===== src/rtl/mempool_pkg.sv =====
// rtl/mempool_pkg.sv - shared types, register offsets and helpers for the MemPool DMA frontend
package mempool_pkg;

    localparam int unsigned AddrWidth    = 32;
    localparam int unsigned CfgAddrWidth = 5;
    localparam int unsigned CfgDataWidth = 32;

    // Burst request handed to the DMA backend
    typedef struct packed {
        logic [AddrWidth-1:0] src;
        logic [AddrWidth-1:0] dst;
        logic [AddrWidth-1:0] num_bytes;
    } dma_req_t;

    // Registered status coming back from the cluster DMA
    typedef struct packed {
        logic backend_idle;
        logic trans_complete;
    } dma_meta_t;

    // Config register byte offsets
    localparam logic [CfgAddrWidth-1:0] RegSrc      = 5'h00;
    localparam logic [CfgAddrWidth-1:0] RegDst      = 5'h04;
    localparam logic [CfgAddrWidth-1:0] RegNumBytes = 5'h08;
    localparam logic [CfgAddrWidth-1:0] RegStatus   = 5'h0C;
    localparam logic [CfgAddrWidth-1:0] RegNextId   = 5'h10;
    localparam logic [CfgAddrWidth-1:0] RegDoneId   = 5'h14;

    typedef enum logic {
        DmaFeIdle  = 1'b0,
        DmaFeIssue = 1'b1
    } dma_fe_state_e;

    // A read of NEXT_ID is the only access with a side effect (it launches a transfer)
    function automatic logic is_next_id_read(
        input logic                    valid,
        input logic                    write,
        input logic [CfgAddrWidth-1:0] addr
    );
        return valid && !write && (addr == RegNextId);
    endfunction

endpackage


===== src/rtl/mempool_dma_frontend_regs.sv =====
// rtl/mempool_dma_frontend_regs.sv - config register file, access handshake and read response path
module mempool_dma_frontend_regs
    import mempool_pkg::*;
#(
    parameter int unsigned AddrWidth = mempool_pkg::AddrWidth
) (
    input  logic                 clk_i,
    input  logic                 rst_ni,
    input  logic                 i_cfg_valid,
    output logic                 o_cfg_ready,
    input  logic                 i_cfg_write,
    input  logic [4:0]           i_cfg_addr,
    input  logic [31:0]          i_cfg_wdata,
    output logic [31:0]          o_cfg_rdata,
    output logic                 o_cfg_rvalid,
    input  logic                 i_launch_block,
    input  logic                 i_busy,
    input  logic [31:0]          i_next_id,
    input  logic [31:0]          i_done_id,
    output logic                 o_launch,
    output logic [AddrWidth-1:0] o_src,
    output logic [AddrWidth-1:0] o_dst,
    output logic [AddrWidth-1:0] o_num_bytes
);

    logic [AddrWidth-1:0] r_src;
    logic [AddrWidth-1:0] r_dst;
    logic [AddrWidth-1:0] r_num_bytes;
    logic [31:0]          r_rdata;
    logic                 r_rvalid;

    logic                 w_next_id_rd;
    logic                 w_accept;
    logic [31:0]          w_rdata;

    // Only a launch can be held off; every other access completes in its request cycle
    assign w_next_id_rd = is_next_id_read(i_cfg_valid, i_cfg_write, i_cfg_addr);
    assign o_cfg_ready  = !(w_next_id_rd && i_launch_block);
    assign w_accept     = i_cfg_valid && o_cfg_ready;
    assign o_launch     = w_accept && w_next_id_rd;

    assign o_src        = r_src;
    assign o_dst        = r_dst;
    assign o_num_bytes  = r_num_bytes;
    assign o_cfg_rdata  = r_rdata;
    assign o_cfg_rvalid = r_rvalid;

    // Writable transfer descriptor; writes to read-only or unmapped offsets fall through
    always_ff @(posedge clk_i or negedge rst_ni) begin
        if (!rst_ni) begin
            r_src       <= '0;
            r_dst       <= '0;
            r_num_bytes <= '0;
        end else if (w_accept && i_cfg_write) begin
            case (i_cfg_addr)
                RegSrc:      r_src       <= i_cfg_wdata[AddrWidth-1:0];
                RegDst:      r_dst       <= i_cfg_wdata[AddrWidth-1:0];
                RegNumBytes: r_num_bytes <= i_cfg_wdata[AddrWidth-1:0];
                default:     ;
            endcase
        end
    end

    // Read mux; NEXT_ID returns the id being handed out by this very access
    always_comb begin
        w_rdata = '0;
        case (i_cfg_addr)
            RegSrc:      w_rdata = 32'(r_src);
            RegDst:      w_rdata = 32'(r_dst);
            RegNumBytes: w_rdata = 32'(r_num_bytes);
            RegStatus:   w_rdata = {31'd0, i_busy};
            RegNextId:   w_rdata = i_next_id;
            RegDoneId:   w_rdata = i_done_id;
            default:     w_rdata = '0;
        endcase
    end

    // One response strobe per accepted access, one cycle later; writes respond with zero data
    always_ff @(posedge clk_i or negedge rst_ni) begin
        if (!rst_ni) begin
            r_rvalid <= 1'b0;
            r_rdata  <= '0;
        end else begin
            r_rvalid <= w_accept;
            if (w_accept) begin
                r_rdata <= i_cfg_write ? 32'd0 : w_rdata;
            end
        end
    end

endmodule


===== src/rtl/mempool_dma_frontend.sv =====
// rtl/mempool_dma_frontend.sv - DMA launch frontend: issue FSM and id/outstanding counters (irq_o with MEMPOOL_DMA_FRONTEND_IRQ_EN)
module mempool_dma_frontend
    import mempool_pkg::*;
#(
    parameter int unsigned NumOutstanding = 16,
    parameter int unsigned AddrWidth      = mempool_pkg::AddrWidth
) (
    input  logic        clk_i,
    input  logic        rst_ni,
    input  logic        cfg_valid_i,
    output logic        cfg_ready_o,
    input  logic        cfg_write_i,
    input  logic [4:0]  cfg_addr_i,
    input  logic [31:0] cfg_wdata_i,
    output logic [31:0] cfg_rdata_o,
    output logic        cfg_rvalid_o,
    output dma_req_t    dma_req_o,
    output logic        dma_req_valid_o,
    input  logic        dma_req_ready_i,
    input  dma_meta_t   dma_meta_i
`ifdef MEMPOOL_DMA_FRONTEND_IRQ_EN
    ,
    output logic        irq_o
`endif
);

    // One extra bit so the counter can hold NumOutstanding itself
    localparam int unsigned OutW = $clog2(NumOutstanding) + 1;

    dma_fe_state_e        r_state;
    dma_req_t             r_req;
    logic                 r_req_valid;
    logic [31:0]          r_next_id;
    logic [31:0]          r_done_id;
    logic [OutW-1:0]      r_outstanding;
    logic                 r_zero_pend;

    logic                 w_launch;
    logic                 w_launch_nz;
    logic                 w_launch_zero;
    logic                 w_complete;
    logic                 w_full;
    logic                 w_launch_block;
    logic                 w_busy;
    logic                 w_handshake;
    logic [AddrWidth-1:0] w_src;
    logic [AddrWidth-1:0] w_dst;
    logic [AddrWidth-1:0] w_num_bytes;

    mempool_dma_frontend_regs #(
        .AddrWidth (AddrWidth)
    ) u_regs (
        .clk_i          (clk_i),
        .rst_ni         (rst_ni),
        .i_cfg_valid    (cfg_valid_i),
        .o_cfg_ready    (cfg_ready_o),
        .i_cfg_write    (cfg_write_i),
        .i_cfg_addr     (cfg_addr_i),
        .i_cfg_wdata    (cfg_wdata_i),
        .o_cfg_rdata    (cfg_rdata_o),
        .o_cfg_rvalid   (cfg_rvalid_o),
        .i_launch_block (w_launch_block),
        .i_busy         (w_busy),
        .i_next_id      (r_next_id),
        .i_done_id      (r_done_id),
        .o_launch       (w_launch),
        .o_src          (w_src),
        .o_dst          (w_dst),
        .o_num_bytes    (w_num_bytes)
    );

    // A completion with nothing outstanding is spurious and must not move any counter
    assign w_full         = (r_outstanding == OutW'(NumOutstanding));
    assign w_launch_block = (r_state == DmaFeIssue) || w_full;
    assign w_launch_zero  = w_launch && (w_num_bytes == '0);
    assign w_launch_nz    = w_launch && (w_num_bytes != '0);
    assign w_complete     = dma_meta_i.trans_complete && (r_outstanding != '0);
    assign w_handshake    = r_req_valid && dma_req_ready_i;
    assign w_busy         = (r_state == DmaFeIssue) || (r_outstanding != '0) || !dma_meta_i.backend_idle;

    assign dma_req_o       = r_req;
    assign dma_req_valid_o = r_req_valid;

    // Issue FSM: capture the descriptor on launch, hold it until the backend takes it
    always_ff @(posedge clk_i or negedge rst_ni) begin
        if (!rst_ni) begin
            r_state     <= DmaFeIdle;
            r_req       <= '0;
            r_req_valid <= 1'b0;
        end else begin
            case (r_state)
                DmaFeIdle: begin
                    if (w_launch_nz) begin
                        r_req.src       <= w_src;
                        r_req.dst       <= w_dst;
                        r_req.num_bytes <= w_num_bytes;
                        r_req_valid     <= 1'b1;
                        r_state         <= DmaFeIssue;
                    end
                end
                DmaFeIssue: begin
                    if (w_handshake) begin
                        r_req_valid <= 1'b0;
                        r_state     <= DmaFeIdle;
                    end
                end
                default: begin
                    r_req_valid <= 1'b0;
                    r_state     <= DmaFeIdle;
                end
            endcase
        end
    end

    // Id counters and in-flight count; zero-length launches retire on the following cycle
    always_ff @(posedge clk_i or negedge rst_ni) begin
        if (!rst_ni) begin
            r_next_id     <= '0;
            r_done_id     <= '0;
            r_outstanding <= '0;
            r_zero_pend   <= 1'b0;
        end else begin
            if (w_launch) begin
                r_next_id <= r_next_id + 32'd1;
            end
            r_outstanding <= r_outstanding + OutW'(w_launch_nz) - OutW'(w_complete);
            r_zero_pend   <= w_launch_zero;
            r_done_id     <= r_done_id + 32'(w_complete) + 32'(r_zero_pend);
        end
    end

`ifdef MEMPOOL_DMA_FRONTEND_IRQ_EN
    logic r_irq;

    // Interrupt pulse aligned with every done_id advance
    always_ff @(posedge clk_i or negedge rst_ni) begin
        if (!rst_ni) begin
            r_irq <= 1'b0;
        end else begin
            r_irq <= w_complete || r_zero_pend;
        end
    end

    assign irq_o = r_irq;
`endif

endmodule


===== config.mk =====
export PLATFORM = sky130hd
export DESIGN_NAME = mempool_dma_frontend
export DESIGN_NICKNAME = d
export VERILOG_FILES = /design/src/rtl/mempool_pkg.sv /design/src/rtl/mempool_dma_frontend_regs.sv /design/src/rtl/mempool_dma_frontend.sv
export SDC_FILE = /design/constraint.sdc
export NUM_CORES = 1
export LEC_CHECK = 0
export BUFFER_PORTS_ARGS = -buffer_cell sky130_fd_sc_hd__buf_2
export CAP_MARGIN = 15
export CORE_MARGIN = 2
export CORE_UTILIZATION = 37
export DETAILED_ROUTE_END_ITERATION = 8
export SETUP_SLACK_MARGIN = 0.1
export SYNTH_ARGS = -nofsm -noshare
export SYNTH_HDL_FRONTEND = slang
export SYNTH_HIERARCHICAL = 1
export SYNTH_SLANG_ARGS = --single-unit

===== constraint.sdc =====
create_clock -name clk_i -period 2.9 [get_ports clk_i]
set_input_delay 0.435 -clock clk_i [delete_from_list [all_inputs] [get_ports clk_i]]
set_output_delay 0.435 -clock clk_i [all_outputs]
set_load 0.02 [all_outputs]

# Yosys cells after proc, flatten, opt, wreduce, memory -nomap -nowiden
# Index checks and enable logic that the tools add are counted.
# classes
n_reduce_logical	25
n_addsub	5
n_mux	8
n_bitwise	1
n_eq_ne	8
# op_table
operator	n
one-hot mux 32 bit (6 select lines)	1
adder 32 x 1 -> 32 bit	2
adder 32 x 1 -> 32 bit, second input constant	1
zero test 32 bit	1
two-way mux 32 bit	1
nonzero test 32 bit	1
equality test 5 bit, second input constant	3
equality test 5 x 4 -> 1 bit, second input constant	2
logical AND 1 bit	10
AND reduction 2 bit	5
adder 5 x 1 -> 5 bit	1
equality test 5 x 3 -> 1 bit, second input constant	1
zero test 5 bit	1
nonzero test 5 bit	1
subtractor 5 x 1 -> 5 bit	1
two-way mux 1 bit	4
one-hot mux 1 bit (2 select lines)	2
zero test 1 bit	3
logical OR 1 bit	3
inequality test 2 x 1 -> 1 bit, second input constant	1
inequality test 2 bit, second input constant	1
inverter 1 bit	1
# word_totals
output_inout_bits	131
in_bits	44
elab_cells	61
ff_bits	297

# Logic depth before layout (Yosys ltp)
# Gate-level depths: netlist of run 1.
# logic_depth
ltp_word	10
ltp_mapped	14
mapped_depth_nobuf	13

# Cells and area by module
# The synthesis of run 1 kept the hierarchy.
# by_module_without_submodules
mod	cells_per_inst	area_per_inst_um2	instances
mempool_dma_frontend	503	6939.2	1
mempool_dma_frontend_regs	451	5919.4	1

# Least setup slack after synthesis of run 1
# OpenSTA, ideal clock, no wires.
# synth_path
path_kind	input to register
from	input port cfg_addr_i[1]
to	register r_outstanding[4]
slack_ps	-125
arrival_time_ps	2902
setup_ps	123
required_ps	2777
path_stages	14
cell_sequence	nor4_1 > and2_1 > clkbuf_1 > nor3b_1 > buf_2 > o21ai_0 > ha_1 > inv_1 > ha_1 > fa_1 > a21oi_1 > nor2_1 > nor2_1 > xnor2_1
# synth_via
elab_chain_len	9
# synth_lines
element	line_no	text
start, declared	mempool_dma_frontend.sv:13	input logic [4:0] cfg_addr_i,
equality test 5 bit *	mempool_pkg.sv:40	return valid && !write && (addr == RegNextId);
logical AND 1 bit *	mempool_pkg.sv:40	
logical AND 1 bit	mempool_dma_frontend_regs.sv:38	assign o_cfg_ready = !(w_next_id_rd && i_launch_block);
zero test 1 bit	mempool_dma_frontend_regs.sv:38	
logical AND 1 bit	mempool_dma_frontend_regs.sv:39	assign w_accept = i_cfg_valid && o_cfg_ready;
logical AND 1 bit *	mempool_dma_frontend_regs.sv:40	assign o_launch = w_accept && w_next_id_rd;
via w_launch	mempool_dma_frontend.sv:38	logic w_launch;
logical AND 1 bit *	mempool_dma_frontend.sv:76	assign w_launch_nz = w_launch && (w_num_bytes != '0);
adder 5 x 1 -> 5 bit *	mempool_dma_frontend.sv:126	r_outstanding <= r_outstanding + OutW'(w_launch_nz) - OutW'(w_complete);
subtractor 5 x 1 -> 5 bit *	mempool_dma_frontend.sv:126	
end signal, assigned	mempool_dma_frontend.sv:126	
end, declared	mempool_dma_frontend.sv:35	logic [OutW-1:0] r_outstanding;
# Mark *: on every way through the listed nets, which the timed path passes. The rest lies on a longest branch.
# A chain may end at the register's enable or synchronous reset.

# Worst setup path in the final report of run 1
# layout_path
from	register u_regs.r_num_bytes[1] (netlist: u_regs/o_num_bytes[1])
to	register r_outstanding[4]
# layout_via
elab_chain_len	4
# layout_lines
element	line_no	text
start, declared	mempool_dma_frontend_regs.sv:28	logic [AddrWidth-1:0] r_num_bytes;
start signal, assigned	mempool_dma_frontend_regs.sv:58	RegNumBytes: r_num_bytes <= i_cfg_wdata[AddrWidth-1:0];
nonzero test 32 bit	mempool_dma_frontend.sv:76	
logical AND 1 bit	mempool_dma_frontend.sv:76	
adder 5 x 1 -> 5 bit	mempool_dma_frontend.sv:126	
subtractor 5 x 1 -> 5 bit	mempool_dma_frontend.sv:126	
# Every way passes these cells.

==> results.md, run 1 <==
* Status: finished, final reports clean
* Fraction of layout cells with a size suffix above 1 at a little under two fifths
* Die W at ~190 um
* IO buf count at 174
* Worst R2R Start: u_regs/o_num_bytes[1]
* Clock Skews at about 0.02 ns
* Final Instance Area at between 15000 and 20000 um^2
* Crit share post-route at between 90% and 100%
* Netlist Area Pre-Place at 12900 um^2
* Worst reg2reg setup slack at between 0.2 and 0.3 ns
* Slowest-stage cell, CP: dfrtp_1
* Vias per cell at roughly 5.1
* Gr busiest metal: met2
* Met2 usage at roughly 29%
* Site Rows at 68
* Largest net degree at the start of global routing at a little under 80
* CP peak stage delay at roughly 0.43 ns
* Slew Viols, Final at 0
* Met3 usage at 2.28%
* Maximum clock insertion buffer count at 3
* CP Launch Type: register
* Clock tree root buffer cell: clkbuf_16
* Syn avg cell area at 13.5 um^2
* Maximum clock rate at between 300 and 400 MHz
* Antenna-violating nets left at 0
* Reg2reg path depth at 12
* Hold slack at roughly 0.13 ns
* Fillers at 3202
* Final #Nets at 1207
* Inserted Diodes at 0
* WL/cell at slightly below 20 um
* Number of CTS-inserted buffers at 31
* Unique cell type count in the Yosys netlist at 48
* IO Count at 175
* Synth area leader: dfrtp_1
* Post-DP HPWL at approximately 22000 um
* Number of synthesized register bits at about 300
* Clk slew on worst S/H paths at approximately 0.070 ns
* Post-DP Area at between 10000 and 15000 um^2
* First-pass GRT wire length at between 50000 and 60000 um
* Slew of the pin with the lowest slew margin at between 0.6 and 0.7 ns
* P per Cell Area at 660 nW/um^2
* Worst Path Max Fanout at 4
* All-Layer GR Usage at between 15 and 20%
* Rel. slew slack at 59.3%
* Required time worst endpoint at around 3.4 ns
* DRC Markers at 0
* Initial DRC count at approximately 360
* Final Setup Violations at 0
* H-tree levels at 1
* Net Count, Synth at ~1000
* Crit path to: r_outstanding[4]
* Fin crit period at 2.64 ns
* GRT met1 Usage at approximately a quarter
* Setup crit end kind: register
* Syn. warnings at 6
* GPL Wtd Cong at ~0.77
* CTS tree: done
* Max-Cap Viols at 0
* Die area at 36300 um^2
* Worst min-delay path class: in -> reg
* Clk_lat worst skew at between 0.5 and 0.6 ns
* Die H at between 150 and 200 um
* Crit path cell chain: nor4_2, buf_4, nand4_1, o21ai_1, ha_1, inv_1, ha_1, fa_2, a21oi_1, nor2_1, nor2_1, xnor2_1
* Peak supply drop at 0.513 mV
* Via Count at 8354
* Postcts setup bufs at 0
* Top cells by area, synth: dfrtp_1 (58%), mux2_2 (14%), mux2i_1 (4.4%)
* Area of the multi-input gates at 5120 um^2
* RSZ-0062 raised after global routing: no
* Antenna violations before repair at 0
* Global route overflow at 0
* Starting Density at a little under two fifths
* Reg-to-Reg End: r_outstanding[4]
* Post-synth top area share at 57.8%
* Reg area at approximately 7400 um^2
* Crit. Startpoint: u_regs/o_num_bytes[1]
* Core ar. at roughly 34000 um^2
* Most common cell after layout, fill and taps aside: dfrtp_1
* Post-Synthesis Cells at about 950
* CTS Sinks at just under 300
* Vias in the first global route at approximately 8800
* Pre-antenna DRT Iters at 4
* Crit Path Class: reg -> reg
* Final Hold Vio Count at 0
* Most frequent cells in the layout: dfrtp_1 (297), buf_2 (172), mux2_2 (164)
* Leakage at roughly 0.0077 uW
* Post-synthesis sequential area ratio at between 50% and 60%
* Routed WL at roughly 31000 um
* CP arrival at between 3 and 4 ns
* Area grow syn2layout at 20.8%
critical path: cells and delay by family (launching register included):
| family | cells | cell delay (ns) |
|---|---|---|
| DFF | 1 | 0.43 |
| adders and majority gates | 3 | 0.70 |
| xor gates and xnor gates | 1 | 0.13 |
| and+or+nand+nor | 4 | 0.71 |
| buffers and inverters | 2 | 0.21 |
| AOI/OAI and AO/OA | 2 | 0.38 |
where the power goes:
part / total (uW) / internal [uW] / switching (uW)
Sequential: 4890 / 4530 / 362
Combinational: 1240 / 580 / 661
Clock: 4120 / 2490 / 1630
Total: 10200 / 7590 / 2660
repair_timing:
| action | 4_1_cts | 5_1_grt |
|---|---|---|
| pin swaps | 0 | 2 |
| resized for setup | 1 | 7 |
| hold buffers | 1 | 0 |
| endpoints found under the hold margin | 61 | 0 |
| setup endpoints to repair | 1 | 6 |
worst min path at each step:
stage                     from                     to  cells past startpoint
3_3_place_gp            rst_ni  u_regs/o_cfg_rdata[5]                      1
5_1_grt        cfg_wdata_i[21]       u_regs/o_src[21]                      2
2_1_floorplan           rst_ni           dma_req_o[0]                      0
3_5_place_dp            rst_ni  u_regs/o_cfg_rdata[5]                      1
6_report       cfg_wdata_i[12]       u_regs/o_src[12]                      3
4_1_cts        cfg_wdata_i[14]       u_regs/o_src[14]                      3
final cells by class:
| type | instances | share of cell area [%] |
|---|---|---|
| repair buffers | 215 | 8.17 |
| clock buffers | 46 | 6.06 |
| clock inverters | 8 | 0.781 |
| well taps | 455 | 3.66 |
| inverters | 23 | 0.556 |
| multi-input cells | 585 | 32.9 |
| flip-flops and latches | 297 | 47.8 |
logic make-up after synthesis:
group	share of synthesized area [%]
flops	57.8
buf+inv	2.94
compound gates	6.31
mux	20.6
xor+xnor	4.43
simple gates	6.88
fa+ha+maj	1.09
state kept, by name, summed over array words and instances (netlist names):
signal               cells
r_state                  1
r_next_id               32
dma_req_o               96
u_regs/o_cfg_rdata      32
r_outstanding            5
dma_req_valid_o          1
u_regs/o_num_bytes      32
u_regs/o_src            32
u_regs/o_dst            32
r_done_id               32
r_zero_pend              1
u_regs/o_cfg_rvalid      1
per-layer routing:
metal | wire (um) | part of all wire [%] | vias up
met5 | 0 | 0 | -
met3 | 1300 | 4.1 | 48
li1 | - | - | 3899
met2 | 14600 | 46 | 175
met4 | 646 | 2.1 | 0
met1 | 14900 | 47 | 4232
Yosys cell counts, drive strengths merged:
master     n
clkbuf    17
or4b       2
a21oi     25
or4        1
nand3     24
o32ai      8
nand2b     4
mux2i     56
nand2     31
mux2     185
xnor2     51
nand3b     2
dfrtp    297
o2bb2ai   31
a2111oi    1
o21ai     12
ha         8
a21o       1
buf       32
nor2      16
a221oi     9
nand4     30
a31o       1
nor2b      1
inv       23
fa         2
nor3b      1
nor3      10
a21bo      1
and3      11
and2       5
nor4      13
o311ai     1
and4       3
xor2      14
and4bb     1
o22ai     24
per-stage QoR:
step                worst slack (ns)  instances  total power, uW  setup TNS [ns]  utilization [%]
floorplan                      0.104        954             5630               0                -
global placement              0.0137       1574             6160               0             42.0
detailed placement           -0.0578       1574             6200         -0.0578             42.0
CTS                            0.102       1629            10400               0             45.1
global route                   0.114       1629            10700               0             45.2
finish                         0.263       1629            10300               0             45.2
Power figures use the tool's default switching activity.
==> run 2: changes to the inputs <==
Settings changed: CORE_UTILIZATION 37 to 30.
==> results.md, run 2 (synthesized netlist as in run 1, its figures left out) <==
* Status: finished, final reports clean
* Worst Path Max Fanout at 4 (unchanged)
* Final #Nets at 1220 (+1.1%)
* Peak supply drop at 0.413 mV (-20%)
* Number of flip-flops under the largest register name at 96 (unchanged)
* Die W at 211 um (+11%)
* Worst R2R Start: u_regs/o_num_bytes[24]
* Die area at 44500 um^2 (+23%)
* Final Setup Violations at 0 (unchanged)
* Inserted Diodes at 0 (unchanged)
* Vias in the first global route at 8888 (+1.5%)
* Fin crit period at 2.66 ns (+0.0197 ns)
* GPL Wtd Cong at 0.778 (+1.2%)
* CTS tree: done
* CP Launch Type: register
* Number of CTS-inserted buffers at 34 (+9.7%)
* Vias per cell at 4.93 (-3.9%)
* Routed WL at 33900 um (+7.8%)
* Starting Density at 30.5% (-6.9 points)
* Initial DRC count at 457 (+26%)
* Worst Min Path Start: cfg_wdata_i[7]
* Slew of the pin with the lowest slew margin at 0.629 ns (+0.0178 ns)
* Largest net degree at the start of global routing at 80 (+3.9%)
* Crit. Startpoint: u_regs/o_num_bytes[24]
* Rel. slew slack at 58.1% (-1.2 points)
* Leakage at 0.00783 uW (+1.0%)
* IO Count at 175 (unchanged)
* Antenna-violating nets left at 0 (unchanged)
* Crit share post-route at 91.6% (+0.68 points)
* DRC Markers at 0 (unchanged)
* Core ar. at 42100 um^2 (+23%)
* IO buf count at 174 (unchanged)
* Most frequent cells in the layout: dfrtp_1 (295), buf_2 (172), mux2_2 (164)
* Post-DP HPWL at 23900 um (+7.6%)
* Clk slew on worst S/H paths at 0.06 ns (about the same)
* Clock tree root buffer cell: clkbuf_16
* Maximum clock rate at 376 MHz (-0.74%)
* Clock Skews at 0.0318 ns (+0.0117 ns)
* Die H at 211 um (+11%)
* First-pass GRT wire length at 52500 um (+4.4%)
* Crit Path Class: reg -> reg
* H-tree levels at 2 (+1)
* Maximum clock insertion buffer count at 3 (unchanged)
* WL/cell at 19.6 um (+1.8%)
* Antenna violations before repair at 0 (unchanged)
* Clk_lat worst skew at 0.53 ns (-0.03 ns)
* Most common cell after layout, fill and taps aside: dfrtp_1
* CTS Sinks at 297 (unchanged)
* CP arrival at 3.09 ns (-0.02 ns)
* RSZ-0062 raised after global routing: yes
* All-Layer GR Usage at 15.3% (-2.2 points)
* Final Hold Vio Count at 0 (unchanged)
* Fraction of layout cells with a size suffix above 1 at 39.1% (+1.1 points)
* P per Cell Area at 664 nW/um^2 (+0.62%)
* Area grow syn2layout at 22.9%
* Worst min-delay path class: in -> reg
* Setup crit end kind: register
* Final Non-Filler Cells at 1726 (+6.0%)
* Required time worst endpoint at 3.34 ns (-0.03 ns)
* Max-Cap Viols at 0 (unchanged)
* Fillers at 4049 (+26%)
* Via Count at 8510 (+1.9%)
* Global route overflow at 0 (unchanged)
* Slew Viols, Final at 0 (unchanged)
* Site Rows at 75 (+10%)
* Placed instance count at 1668 (+6.0%)
* Pre-antenna DRT Iters at 5 (+1)
* TNS Setup at 0 ns (unchanged)
## run 2: cell types whose count changed in the layout (fill, tap and decap cells not counted), sizes merged
cell and delta:
clkbuf -1, clkinv +5, buf +10, clkinvlp -1
## run 2: final timing paths
path | depth (start not counted) | to | slack (ns)
worst max-delay path | 13 | r_outstanding[4] | 0.24
worst min-delay path | 2 | u_regs/o_src[7] | 0.16
worst max register to register | 13 | r_outstanding[4] | 0.24
worst min register to register | 1 | r_done_id[31] | 0.48
max in group asynchronous | 3 | u_regs/o_num_bytes[16] | 1.62
min in group asynchronous | 2 | r_done_id[30] | 0.46
## run 2: cell type report
cell class	count	area [um^2]	area share [%]
multi-input combinational	585	5160	32.6
sequential	297	7430	47.0
clock inverter	12	143	0.903
clock buffer	45	963	6.10
inverter	23	86.3	0.546
timing repair buffer	225	1340	8.50
tap	539	674	4.27
## run 2: repair_timing
action                                  4_1_cts  5_1_grt
pin swaps                                     0        2
buffers inserted                              0        0
hold endpoints to repair                     51        0
hold buffers                                  1        0
gates resized for setup                       2       13
endpoints found under the setup margin        2        6
## run 2: where the power goes
part	internal, uW	switching, uW	leakage [uW]
Combinational	617	695	0.00326
Sequential	4530	376	0.00401
Clock	2600	1680	0.000552
## run 2: critical path: stages (launching register included)
cell and delay, ns:
dfrtp_1 0.42, nor4_2 0.39, buf_4 0.17, nand4_1 0.07
buf_4 0.15, o21ai_0 0.18, ha_1 0.15, inv_1 0.04
ha_1 0.20, fa_1 0.39, a21oi_1 0.14, nor2_1 0.05
nor2_1 0.11, xnor2_1 0.12
## run 2: routing by layer
metal / vias to the layer above / global-route usage [%] / part of all wire (%)
met5: - / 0 / 0
met4: 0 / 4.61 / 2.5
met3: 60 / 3.17 / 4.1
met2: 176 / 24.3 / 46
met1: 4358 / 21.1 / 47
li1: 3916 / - / -
## run 2: stage by stage
step           cell area, um^2  util [%]  setup slack [ns]  hold WS (ns)  power (uW)
2_1_floorplan            12900         -             0.104         0.139        5630
3_3_place_gp             14600      34.7            0.0421         0.413        6210
3_5_place_dp             14600      34.7           0.00748         0.412        6250
4_1_cts                  15700      37.4             0.112         0.130       10600
5_1_grt                  15800      37.5            0.0917         0.154       11000
6_report                 15800      37.5             0.243         0.162       10500
==> run 3: changes to the inputs <==
Settings changed: BUFFER_PORTS_ARGS -buffer_cell sky130_fd_sc_hd__buf_2 to not set, CORE_ASPECT_RATIO set to 0.9, DONT_BUFFER_PORTS set to 1.
==> results.md, run 3 (synthesized netlist as in run 1, its figures left out) <==
* Status: complete, but fails checks
* Violated checks: hold timing
* Final #Nets at 1053 (-14%)
* Worst min-delay path class: in -> async
* Vias per cell at 5.08 (+2.9%)
* Via Count at 7969 (-6.4%)
* Fin crit period at 2.67 ns (+0.0165 ns)
* Largest net degree at the start of global routing at 298 (+270%)
* DRC Markers at 0 (unchanged)
* Clk_lat worst skew at 0.55 ns (+0.02 ns)
* Hold slack at -0.401 ns (-0.563 ns)
* Worst reg2reg setup slack at 0.23 ns (-0.02 ns)
* GPL Wtd Cong at 0.768 (-1.2%)
* Core ar. at 42000 um^2 (-0.27%)
* Required time worst endpoint at 3.36 ns (+0.02 ns)
* Post-DP HPWL at 23600 um (-1.5%)
* Starting Density at 30.6% (+0.084 points)
* Power Total at 10600 uW (+1.5%)
* Slew Viols, Final at 0 (unchanged)
* Rel. slew slack at 57.9% (-0.15 points)
* Worst Path Max Fanout at 3 (-1)
* Area grow syn2layout at 17.2%
* Reg area at 7430 um^2 (about the same)
* IO Count at 175 (unchanged)
* Leakage at 0.00698 uW (-11%)
* Number of flip-flops under the largest register name at 96 (unchanged)
* CTS tree: done
* Setup crit end kind: register
* Maximum clock rate at 374 MHz (-0.62%)
* Inserted Diodes at 0 (unchanged)
* Antenna-violating nets left at 0 (unchanged)
* Most frequent cells in the layout: dfrtp_1 (297), mux2_2 (164), mux2i_1 (56)
* Die W at 222 um (+5.3%)
* Worst R2R Start: r_outstanding[2]
* Crit share post-route at 92.2% (+0.57 points)
* Crit Path Class: reg -> reg
* Number of CTS-inserted buffers at 35 (+2.9%)
* Most common cell after layout, fill and taps aside: dfrtp_1
* Initial DRC count at 479 (+4.8%)
* First-pass GRT wire length at 55800 um (+6.2%)
* RSZ-0062 raised after global routing: yes
* TNS Setup at 0 ns (unchanged)
* IO buf count at 0 (-100%)
* Area of the multi-input gates at 5110 um^2 (-1.0%)
* Clock tree root buffer cell: clkbuf_16
* Routed WL at 36000 um (+6.3%)
* Slew of the pin with the lowest slew margin at 0.631 ns (+0.00223 ns)
* All-Layer GR Usage at 16.5% (+1.1 points)
* Crit. Startpoint: r_outstanding[2]
* Fraction of layout cells with a size suffix above 1 at 27.8% (-11 points)
* Clock Skews at 0.0242 ns (-0.00757 ns)
* Antenna violations before repair at 0 (unchanged)
* Pre-antenna DRT Iters at 6 (+1)
* Global route overflow at 0 (unchanged)
* Max-Cap Viols at 0 (unchanged)
* Site Rows at 71 (-5.3%)
* Die H at 200 um (-5.0%)
* Final Hold Vio Count at 297 (+297)
* CTS Hold Bufs at 9 (+8)
* Final Setup Violations at 0 (unchanged)
* CTS Sinks at 297 (unchanged)
* CP Launch Type: register
* Fillers at 4033 (-0.40%)
* H-tree levels at 2 (unchanged)
* Maximum clock insertion buffer count at 3 (unchanged)
* Die area at 44500 um^2 (about the same)
* Vias in the first global route at 8527 (-4.1%)
* Peak supply drop at 0.361 mV (-12%)
* CP arrival at 3.14 ns (+0.05 ns)
* P per Cell Area at 707 nW/um^2 (+6.5%)
* WL/cell at 22.9 um (+17%)
* Clk slew on worst S/H paths at 0.06 ns (about the same)
==> run 3: cell count changes in the layout (fill, tap and decap cells not counted), moves of 3 or more <==
cell,delta
dlygate4sd3_1,+8
nor4_1,+5
buf_4,-3
clkinv_2,-5
buf_2,-172
nor4_4,-3
clkinvlp_4,+4
==> run 3: final cells by class <==
class | instances | share of cell area (%)
Multi-Input combinational cell | 585 | 33.9
Inverter | 23 | 0.573
Tap cell | 547 | 4.54
Timing Repair Buffer | 57 | 3.49
Clock inverter | 13 | 1.43
Sequential cell | 297 | 49.3
Clock buffer | 48 | 6.74
==> run 3: per-layer routing <==
| layer | part of all wire [%] | up-vias | global-route usage (%) |
|---|---|---|---|
| met5 | 0 | - | 0 |
| met4 | 1.9 | 0 | 4.27 |
| met3 | 5.7 | 43 | 4.44 |
| met2 | 44 | 184 | 24.9 |
| met1 | 48 | 4155 | 23.4 |
| li1 | - | 3587 | - |
==> run 3: final timing paths <==
path	endpoint	cells after the start
max	r_outstanding[4]	13
min	dma_req_o[74]	0
max reg2reg	r_outstanding[4]	13
min reg2reg	dma_req_o[78]	1
max in group asynchronous	dma_req_o[1]	0
min in group clk_i	u_regs/o_src[30]	1
==> run 3: metrics by stage <==
step                hold WS (ns)  area, um^2  utilization (%)  worst slack, ns  std cells
global placement           0.156       13700             32.6            0.100       1498
floorplan                  0.139       12900                -            0.104        954
finish                    -0.401       15100             35.9            0.227       1570
global route              -0.432       15100             35.9           0.0373       1570
CTS                       -0.440       15000             35.8            0.115       1568
detailed placement         0.152       13700             32.6           0.0595       1498
==> run 3: worst max-delay path, cell delays in order, from the launching register on <==
cell,delay (ns)
dfrtp_1,0.36
inv_1,0.06
ha_1,0.21
a31o_2,0.27
nor3b_2,0.21
o21ai_0,0.13
ha_1,0.29
inv_1,0.04
ha_1,0.20
fa_1,0.40
a21oi_1,0.14
nor2_1,0.06
nor2_1,0.11
xnor2_1,0.12
==> run 3: timing repair <==
item / in CTS / in global routing
buffers inserted: 0 / 2
endpoints found under the hold margin: 306 / 297
gates resized for setup: 0 / 3
setup endpoints to repair: 0 / 14
==> run 3: where the power goes <==
group / leakage, uW / total [uW] / internal, uW / switching, uW
registers: 0.00401 / 5030 / 4530 / 504
logic: 0.00238 / 931 / 511 / 420
clock network: 0.000590 / 4690 / 2900 / 1780
total: 0.00698 / 10600 / 7940 / 2710
